===== config.mk =====
export PLATFORM = sky130hd
export DESIGN_NAME = ahb_wrr_output_arbiter
export DESIGN_NICKNAME = d
export VERILOG_FILES = /design/src/rtl/ahb_wrr_output_arbiter.sv
export SDC_FILE = /design/constraint.sdc
export NUM_CORES = 1
export LEC_CHECK = 0
export ABC_AREA = 0
export CORE_MARGIN = 3
export CORE_UTILIZATION = 45
export DETAILED_ROUTE_END_ITERATION = 16
export PLACE_DENSITY = 0.69
export SETUP_SLACK_MARGIN = 0.4
export SLEW_MARGIN = 30
export SYNTH_ARGS = -nofsm -noshare
export SYNTH_HDL_FRONTEND = slang
export SYNTH_SLANG_ARGS = --single-unit

===== constraint.sdc =====
create_clock -name HCLK -period 3 [get_ports HCLK]
set_input_delay 0.6 -clock HCLK [delete_from_list [all_inputs] [get_ports HCLK]]
set_output_delay 0.6 -clock HCLK [all_outputs]
set_load 0.05 [all_outputs]

===== src/rtl/ahb_wrr_output_arbiter.sv =====
// Weighted round-robin output arbiter for one AHB bus-matrix output stage.
// Each grant carries a NONSEQ credit budget; bursts and locked sequences are never split.
module ahb_wrr_output_arbiter #(
    parameter int NUM_PORTS = 4,
    parameter int PORT_W    = 3,
    parameter int WEIGHT_W  = 4
) (
    input  logic                          HCLK,
    input  logic                          HRESETn,
    input  logic [NUM_PORTS-1:0]          req,
    input  logic [NUM_PORTS*WEIGHT_W-1:0] weight_cfg,
    input  logic                          HREADYM,
    input  logic                          HSELM,
    input  logic [1:0]                    HTRANSM,
    input  logic [2:0]                    HBURSTM,
    input  logic                          HMASTLOCKM,
    output logic [PORT_W-1:0]             addr_in_port,
    output logic                          no_port,
    output logic [WEIGHT_W:0]             credit_remain
);

    localparam logic [1:0] TR_IDLE   = 2'b00;
    localparam logic [1:0] TR_NONSEQ = 2'b10;
    localparam logic [1:0] TR_SEQ    = 2'b11;

    localparam logic [2:0] BU_SINGLE = 3'd0;
    localparam logic [2:0] BU_WRAP8  = 3'd4;
    localparam logic [2:0] BU_INCR8  = 3'd5;
    localparam logic [2:0] BU_WRAP16 = 3'd6;
    localparam logic [2:0] BU_INCR16 = 3'd7;

    localparam logic [WEIGHT_W:0] CREDIT_ONE = (WEIGHT_W+1)'(1);

    logic [3:0]          burst_remain, next_burst_remain;
    logic                burst_hold, next_burst_hold;
    logic                accepted, exhausted;
    logic [WEIGHT_W:0]   next_credit;
    logic [PORT_W:0]     scan_all, scan_other;
    logic [PORT_W-1:0]   next_addr;
    logic                next_no_port;
    logic [WEIGHT_W:0]   next_credit_q;

    // Scans owner+1, owner+2, ... (mod NUM_PORTS) over 'span' ports; MSB of result flags a hit.
    function automatic logic [PORT_W:0] find_next(input logic [NUM_PORTS-1:0] r,
                                                  input logic [PORT_W-1:0]    owner,
                                                  input int                   span);
        logic [PORT_W:0]      res;
        logic [NUM_PORTS-1:0] sh;
        int                   p;
        res = '0;
        for (int k = NUM_PORTS; k >= 1; k--) begin
            p  = (int'(owner) + k) % NUM_PORTS;
            sh = r >> p;
            if (k <= span && sh[0]) begin
                res = {1'b1, PORT_W'(p)};
            end
        end
        return res;
    endfunction

    function automatic logic [WEIGHT_W:0] credit_load(input logic [NUM_PORTS*WEIGHT_W-1:0] w,
                                                      input logic [PORT_W-1:0]             idx);
        logic [NUM_PORTS*WEIGHT_W-1:0] sh;
        sh = w >> (int'(idx) * WEIGHT_W);
        return {1'b0, sh[WEIGHT_W-1:0]} + CREDIT_ONE;
    endfunction

    // Burst tracking: short INCR is treated like a 4-beat burst so it is never split.
    always_comb begin
        next_burst_remain = burst_remain;
        next_burst_hold   = burst_hold;
        if (!HSELM || HTRANSM == TR_IDLE) begin
            next_burst_remain = '0;
            next_burst_hold   = 1'b0;
        end else if (HTRANSM == TR_NONSEQ) begin
            next_burst_hold = 1'b1;
            case (HBURSTM)
                BU_WRAP16, BU_INCR16: next_burst_remain = 4'd14;
                BU_WRAP8,  BU_INCR8:  next_burst_remain = 4'd6;
                BU_SINGLE: begin
                    next_burst_remain = 4'd0;
                    next_burst_hold   = 1'b0;
                end
                default:              next_burst_remain = 4'd2;
            endcase
        end else if (HTRANSM == TR_SEQ) begin
            if (burst_remain == 4'd0) begin
                next_burst_hold = 1'b0;
            end else begin
                next_burst_remain = burst_remain - 4'd1;
            end
        end
    end

    assign accepted    = HSELM && (HTRANSM == TR_NONSEQ) && !no_port;
    assign next_credit = (accepted && credit_remain != '0) ? credit_remain - CREDIT_ONE
                                                           : credit_remain;
    assign exhausted   = (next_credit == '0);

    assign scan_all   = find_next(req, addr_in_port, NUM_PORTS);
    assign scan_other = find_next(req, addr_in_port, NUM_PORTS - 1);

    always_comb begin
        next_addr     = addr_in_port;
        next_no_port  = no_port;
        next_credit_q = next_credit;
        if (HMASTLOCKM || next_burst_hold) begin
            next_credit_q = next_credit;
        end else if (no_port) begin
            if (scan_all[PORT_W]) begin
                next_addr     = scan_all[PORT_W-1:0];
                next_no_port  = 1'b0;
                next_credit_q = credit_load(weight_cfg, scan_all[PORT_W-1:0]);
            end
        end else if (!exhausted && HSELM) begin
            next_credit_q = next_credit;
        end else if (scan_other[PORT_W]) begin
            next_addr     = scan_other[PORT_W-1:0];
            next_credit_q = credit_load(weight_cfg, scan_other[PORT_W-1:0]);
        end else if (HSELM) begin
            next_credit_q = credit_load(weight_cfg, addr_in_port);
        end else begin
            next_no_port  = 1'b1;
            next_credit_q = '0;
        end
    end

    // HREADYM low freezes everything so ownership only changes on transfer boundaries.
    always_ff @(posedge HCLK or negedge HRESETn) begin
        if (!HRESETn) begin
            addr_in_port  <= '0;
            no_port       <= 1'b1;
            credit_remain <= '0;
            burst_remain  <= '0;
            burst_hold    <= 1'b0;
        end else if (HREADYM) begin
            addr_in_port  <= next_addr;
            no_port       <= next_no_port;
            credit_remain <= next_credit_q;
            burst_remain  <= next_burst_remain;
            burst_hold    <= next_burst_hold;
        end
    end

endmodule


# Word-level counts from Yosys, hierarchy flattened
# Cells that the tools add are included.
[word_totals] register_bits=14 in_bits=30 output_inout_bits=9 elab_cells=93
[op_classes] addsub=9 eq_ne=9 shifts=7 n_mux=33 n_bitwise=5 n_reduce_logical=25
[op_table] cell="4-bit by 32-bit >> shifter with 1-bit output" count=4
[op_table] cell="16-bit by 5-bit >> shifter with 4-bit output" count=3
[op_table] cell="4-bit two-way mux" count=11
[op_table] cell="5-bit two-way mux" count=7
[op_table] cell="4-bit by 1-bit adder with 5-bit output (second input constant)" count=3
[op_table] cell="3-bit equality test (second input constant)" count=4
[op_table] cell="3-bit two-way mux" count=4
[op_table] cell="4-bit one-hot mux with 3 select lines" count=1
[op_table] cell="2-bit OR reduction" count=6
[op_table] cell="1-bit two-way mux" count=10
[op_table] cell="5-bit zero test" count=1
[op_table] cell="5-bit AND reduction" count=1
[op_table] cell="5-bit nonzero test" count=1
[op_table] cell="5-bit by 1-bit subtractor with 5-bit output (second input constant)" count=1
[op_table] cell="2-bit by 1-bit adder with 2-bit output (second input constant)" count=2
[op_table] cell="2-bit adder (second input constant)" count=2
[op_table] cell="1-bit bitwise AND (first input constant)" count=4
[op_table] cell="2-bit equality test (second input constant)" count=2
[op_table] cell="1-bit logical AND" count=4
[op_table] cell="4-bit zero test" count=1
[op_table] cell="4-bit by 1-bit subtractor with 4-bit output (second input constant)" count=1
[op_table] cell="1-bit zero test" count=3
[op_table] cell="3-bit zero test" count=1
[op_table] cell="3-bit by 2-bit inequality test with 1-bit output (second input constant)" count=1
[op_table] cell="9 further kinds" count=10

# Depth between registers and ports, before layout
# Gate-level depths: netlist of run 1.
[depth] word_depth=13 ltp_mapped=11 mapped_depth_nobuf=10

# Least setup slack after synthesis of run 1
# No wires, ideal clock.
[synth_path] path_kind="register to register" start="register credit_remain[1]" end="register credit_remain[3]" setup_ns=0.071 arrival_time_ns=2.525 required_time_ns=2.929 setup_slack_ns=0.404 path_stages_with_launch=11 n_path_buf=0 period_less_slack_ns=2.596 path_cell_list="dfrtp_1 -> inv_1 -> ha_1 -> nor3b_1 -> xor2_1 -> o211ai_1 -> nand2_1 -> nor2_2 -> inv_1 -> or4_1 -> nand4_1"
[synth_via] elab_chain_cells=9 word_cells_on_any_way=11 classes_between="add/sub: 1; mux: 5; reduce/logical: 5"
[synth_lines] item="start, declared" line_no="19" text="output logic [WEIGHT_W:0] credit_remain"
[synth_lines] item="start signal, assigned" line_no="139" text="credit_remain <= next_credit_q;"
[synth_lines] item="branches (longest 2 deep; another with 5-bit by 1-bit subtractor with 5-bit output)"
[synth_lines] item="5-bit two-way mux *" line_no="96" text="assign next_credit = (accepted && credit_remain != '0) ? credit_remain - CREDIT_ONE"
[synth_lines] item="5-bit zero test" line_no="98" text="assign exhausted = (next_credit == '0);"
[synth_lines] item="1-bit zero test" line_no="115" text="end else if (!exhausted && HSELM) begin"
[synth_lines] item="1-bit logical AND" line_no="115"
[synth_lines] item="5-bit two-way mux" line_no="115"
[synth_lines] item="5-bit two-way mux" line_no="109" text="end else if (no_port) begin"
[synth_lines] item="5-bit two-way mux *" line_no="107" text="if (HMASTLOCKM || next_burst_hold) begin"
# Mark *: on every way between the ends.
# A chain may end at the register's enable or synchronous reset.

# Worst setup path after layout of run 1
[layout_path] start="input port HSELM" end="register addr_in_port[0]"
[layout_via] elab_chain_cells=9 word_cells_on_any_way=14 classes_between="eq/ne: 1; mux: 2; bitwise: 1; reduce/logical: 10"
[layout_lines] item="start, declared" line_no="13" text="input logic HSELM,"
[layout_lines] item="1-bit logical AND (2 in a row)" line_no="95" text="assign accepted = HSELM && (HTRANSM == TR_NONSEQ) && !no_port;"
[layout_lines] item="1-bit logical AND" line_no="96"
[layout_lines] item="5-bit two-way mux" line_no="96"
[layout_lines] item="5-bit zero test" line_no="98"
[layout_lines] item="1-bit zero test" line_no="115"
[layout_lines] item="1-bit logical AND" line_no="115"
[layout_lines] item="2-bit inequality test (no line)"
[layout_lines] item="5-bit AND reduction (no line) *"
[layout_lines] item="end signal, assigned" line_no="137" text="addr_in_port <= next_addr;"
[layout_lines] item="end, declared" line_no="17" text="output logic [PORT_W-1:0] addr_in_port,"
# Every way passes the cells marked *; elsewhere a longest branch is shown, timed or not.

==> impl_metrics.json, run 1 <==
{
  "critPathRequiredTime_ps": 3140,
  "drive_gt1_share_pct": 25.5,
  "avgSynthCellArea_um2": 8.07,
  "clkLatencyLatePin_ps": 250,
  "initial_core_util_pct": 48.0,
  "power_uw": 2080,
  "status": "finished, final reports clean",
  "setup_viol": 0,
  "critPathKind": "in2reg",
  "routed_wl_mm": 6.11,
  "period_minus_slack_ps": 2600,
  "path_clk_slew_ps": 60,
  "use_met2_pct": 37.6,
  "holdWs_ps": 512,
  "ir_worst_vdd_uv": 584,
  "rsz0062_at_grt": "yes",
  "synth_cell_types": 63,
  "die_x_um": 72.3,
  "cp_max_fo": 7,
  "grt_pass1_vias": 2048,
  "drt_iter0_drc": 287,
  "gr-usage-all-layers_pct": 23.3,
  "io-pin-count": 39,
  "tightest_slew_ps": 648,
  "nets": 355,
  "cp-start-kind": "primary input",
  "viasPerCell": 6.19,
  "grt_busiest_layer": "met2",
  "diodes": 0,
  "min_period_over_period_pct": 86.8,
  "std_cell_rows": 23,
  "cap_violations": 0,
  "finalHoldViolations": 0,
  "areaGrowthSynthToFinish_pct": 39.5,
  "synthCells": 245,
  "dp_hpwl_mm": 4.67,
  "nFillCells": 352,
  "skew_ps": 4.02,
  "htreeDepth": 1,
  "synth_flop_cell": "dfrtp_1",
  "setup.worst_path.end_class": "flop",
  "worstPathArrival_ps": 2740,
  "gp_congestion": 0.871,
  "leakage_uw": 0.00119,
  "grtUsageMet1_pct": 33.2,
  "grt_start_max_net_pins": 16,
  "drc": 0,
  "ant_nets": 0,
  "die_height_um": 72.3,
  "synthesis.area_mm2": 0.00198,
  "synth_edf_count": 0,
  "hp-class": "reg2reg",
  "antenna_found_initial": 0,
  "coreArea_mm2": 0.00412,
  "cts_buffers": 3,
  "grt_overflow_total": 0,
  "drtPass1Iterations": 5,
  "cts-root-buf": "clkbuf_8",
  "cts_tree": "yes",
  "fin_ws_ps": 397,
  "final-max-slew-violation-count": 0,
  "gr-usage-met3_pct": 3.32,
  "yosys_warnings": 0,
  "dieArea_mm2": 0.00522,
  "maxSlewHeadroom_pct": 56.6,
  "ctsHoldBuffers": 0,
  "synthArstFlopShare_pct": 100,
  "synth_seq_cells": 13,
  "clockBufferDepth": 2,
  "synth_fp_nets": 281,
  "dr_total_vias": 2278,
  "final_common_cell": "buf_4",
  "final_cell_mix": "45 x buf_4, 31 x clkdlybuf4s50_1, 21 x mux2i_1",
  "preCtsSetupSlack_ps": -165,
  "power.density_mw_per_mm2": 756,
  "clock_sinks": 13,
  "portBuffers": 37,
  "grt_pass1_wl_mm": 9.67,
  "synth-seq-area-share_pct": 16.5,
  "wl_per_cell_um": 16.6,
  "fmax_ghz": 0.384
}
==> cells by family (layout without fill, tap and decap cells) <==
kind of cell,Yosys count,count (layout),share of synthesized area [%]
AO/OA/AOI/OAI,71,71,25.9
XOR/XNOR,5,5,2.22
adder cells (fa/ha/maj),6,6,3.80
buffers and inverters,26,99,7.47
flip-flops,13,13,16.5
multiplexers,28,28,17.0
other,1,1,0.190
AND/OR/NAND/NOR,95,95,26.9
==> critical path, cell delays in order <==
cell and delay (ps):
clkdlybuf4s50_1 480, nor4bb_1 210, buf_4 200, nand3_2 80, o211ai_1 260, buf_4 170, nand3_1 100, a221oi_2 300
o41ai_1 160, a22o_1 190
==> Yosys cell counts, drive strengths merged (3+ instances only) <==
| library cell | count | area share (%) |
|---|---|---|
| a22o | 3 | 1.3 |
| a21o | 4 | 1.5 |
| or2b | 3 | 1.1 |
| mux4 | 4 | 4.6 |
| inv | 12 | 2.3 |
| nand2 | 21 | 4.0 |
| xor2 | 3 | 1.3 |
| nor2b | 5 | 1.6 |
| nor2 | 16 | 3.7 |
| nand4 | 9 | 2.8 |
| a21oi | 15 | 4.0 |
| nor3 | 8 | 2.6 |
| mux2i | 22 | 11 |
| buf | 12 | 4.8 |
| a311oi | 3 | 2.2 |
| ha | 6 | 3.8 |
| nand2b | 3 | 0.95 |
| o21ai | 20 | 5.6 |
| nand3 | 17 | 4.6 |
| dfrtp | 12 | 15 |
==> registers in the layout, indices dropped and copies added (netlist names) <==
register	cells
addr_in_port	2
burst_remain	4
burst_hold	1
credit_remain	5
no_port	1
==> timing repair <==
item | CTS | global route
endpoints found under the setup margin | 7 | 7
gates cloned | 0 | 0
buffers inserted | 1 | 6
pin swaps | 3 | 5
resized for setup | 5 | 19
==> layout make-up <==
class | count | area, um^2 | area share [%]
Clock buffer | 3 | 41.3 | 1.50
Clock inverter | 1 | 5.00 | 0.181
Inverter | 12 | 45.0 | 1.63
Multi-Input combinational cell | 206 | 1560 | 56.5
Sequential cell | 13 | 329 | 11.9
Tap cell | 50 | 62.6 | 2.27
Timing Repair Buffer | 83 | 717 | 26.0
==> layer usage <==
metal  up-vias  wire length (um)
met2       111              2870
met3        17               399
met4         0               108
li1       1079                 -
met5         -                 0
met1      1071              2730
==> metrics by stage <==
step           utilization [%]  cells  area, um^2  setup TNS [ps]
6_report                  67.0    368        2760               0
3_3_place_gp              63.2    357        2600            -144
3_5_place_dp              63.2    357        2600            -382
4_1_cts                   64.4    362        2650               0
5_1_grt                   67.0    368        2760               0
2_1_floorplan                -    245        1980               0
==> power by group <==
| group | leakage [uW] | internal [uW] | switching, uW | total [uW] |
|---|---|---|---|---|
| sequential | 0.000155 | 229 | 111 | 340 |
| combinational | 0.00101 | 767 | 812 | 1580 |
| clock | 0.0000255 | 92.2 | 72.5 | 165 |
| total | 0.00119 | 1090 | 996 | 2080 |
==> path summary, 6_finish.rpt <==
| check | cells past startpoint | startpoint | endpoint | slack, ps |
|---|---|---|---|---|
| min | 1 | burst_hold$_DFFE_PN0P_ | burst_hold$_DFFE_PN0P_ | 510 |
| min reg2reg | 1 | burst_hold$_DFFE_PN0P_ | burst_hold$_DFFE_PN0P_ | 510 |
| max in group asynchronous | 1 | HRESETn | addr_in_port[1]$_DFFE_PN0P_ | 1800 |
| min in group asynchronous | 1 | HRESETn | credit_remain[3]$_DFFE_PN0P_ | 740 |
| max reg2reg | 11 | credit_remain[1]$_DFFE_PN0P_ | addr_in_port[0]$_DFFE_PN0P_ | 420 |
| max | 10 | HSELM | addr_in_port[0]$_DFFE_PN0P_ | 400 |
Note: power is estimated with default switching activity, not from simulation.
==> run 2, diff against run 1 <==
--- a/config.mk
+++ b/config.mk
@@ -6,11 +6,13 @@
 export NUM_CORES = 1
 export LEC_CHECK = 0
 export ABC_AREA = 0
+export CAP_MARGIN = 20
 export CORE_MARGIN = 3
 export CORE_UTILIZATION = 45
 export DETAILED_ROUTE_END_ITERATION = 16
 export PLACE_DENSITY = 0.69
 export SETUP_SLACK_MARGIN = 0.4
+export SKIP_LAST_GASP = 1
 export SLEW_MARGIN = 30
 export SYNTH_ARGS = -nofsm -noshare
 export SYNTH_HDL_FRONTEND = slang
==> results of run 2 <==
Same layout as run 1: the final DEF is identical, and so are final timing and power.
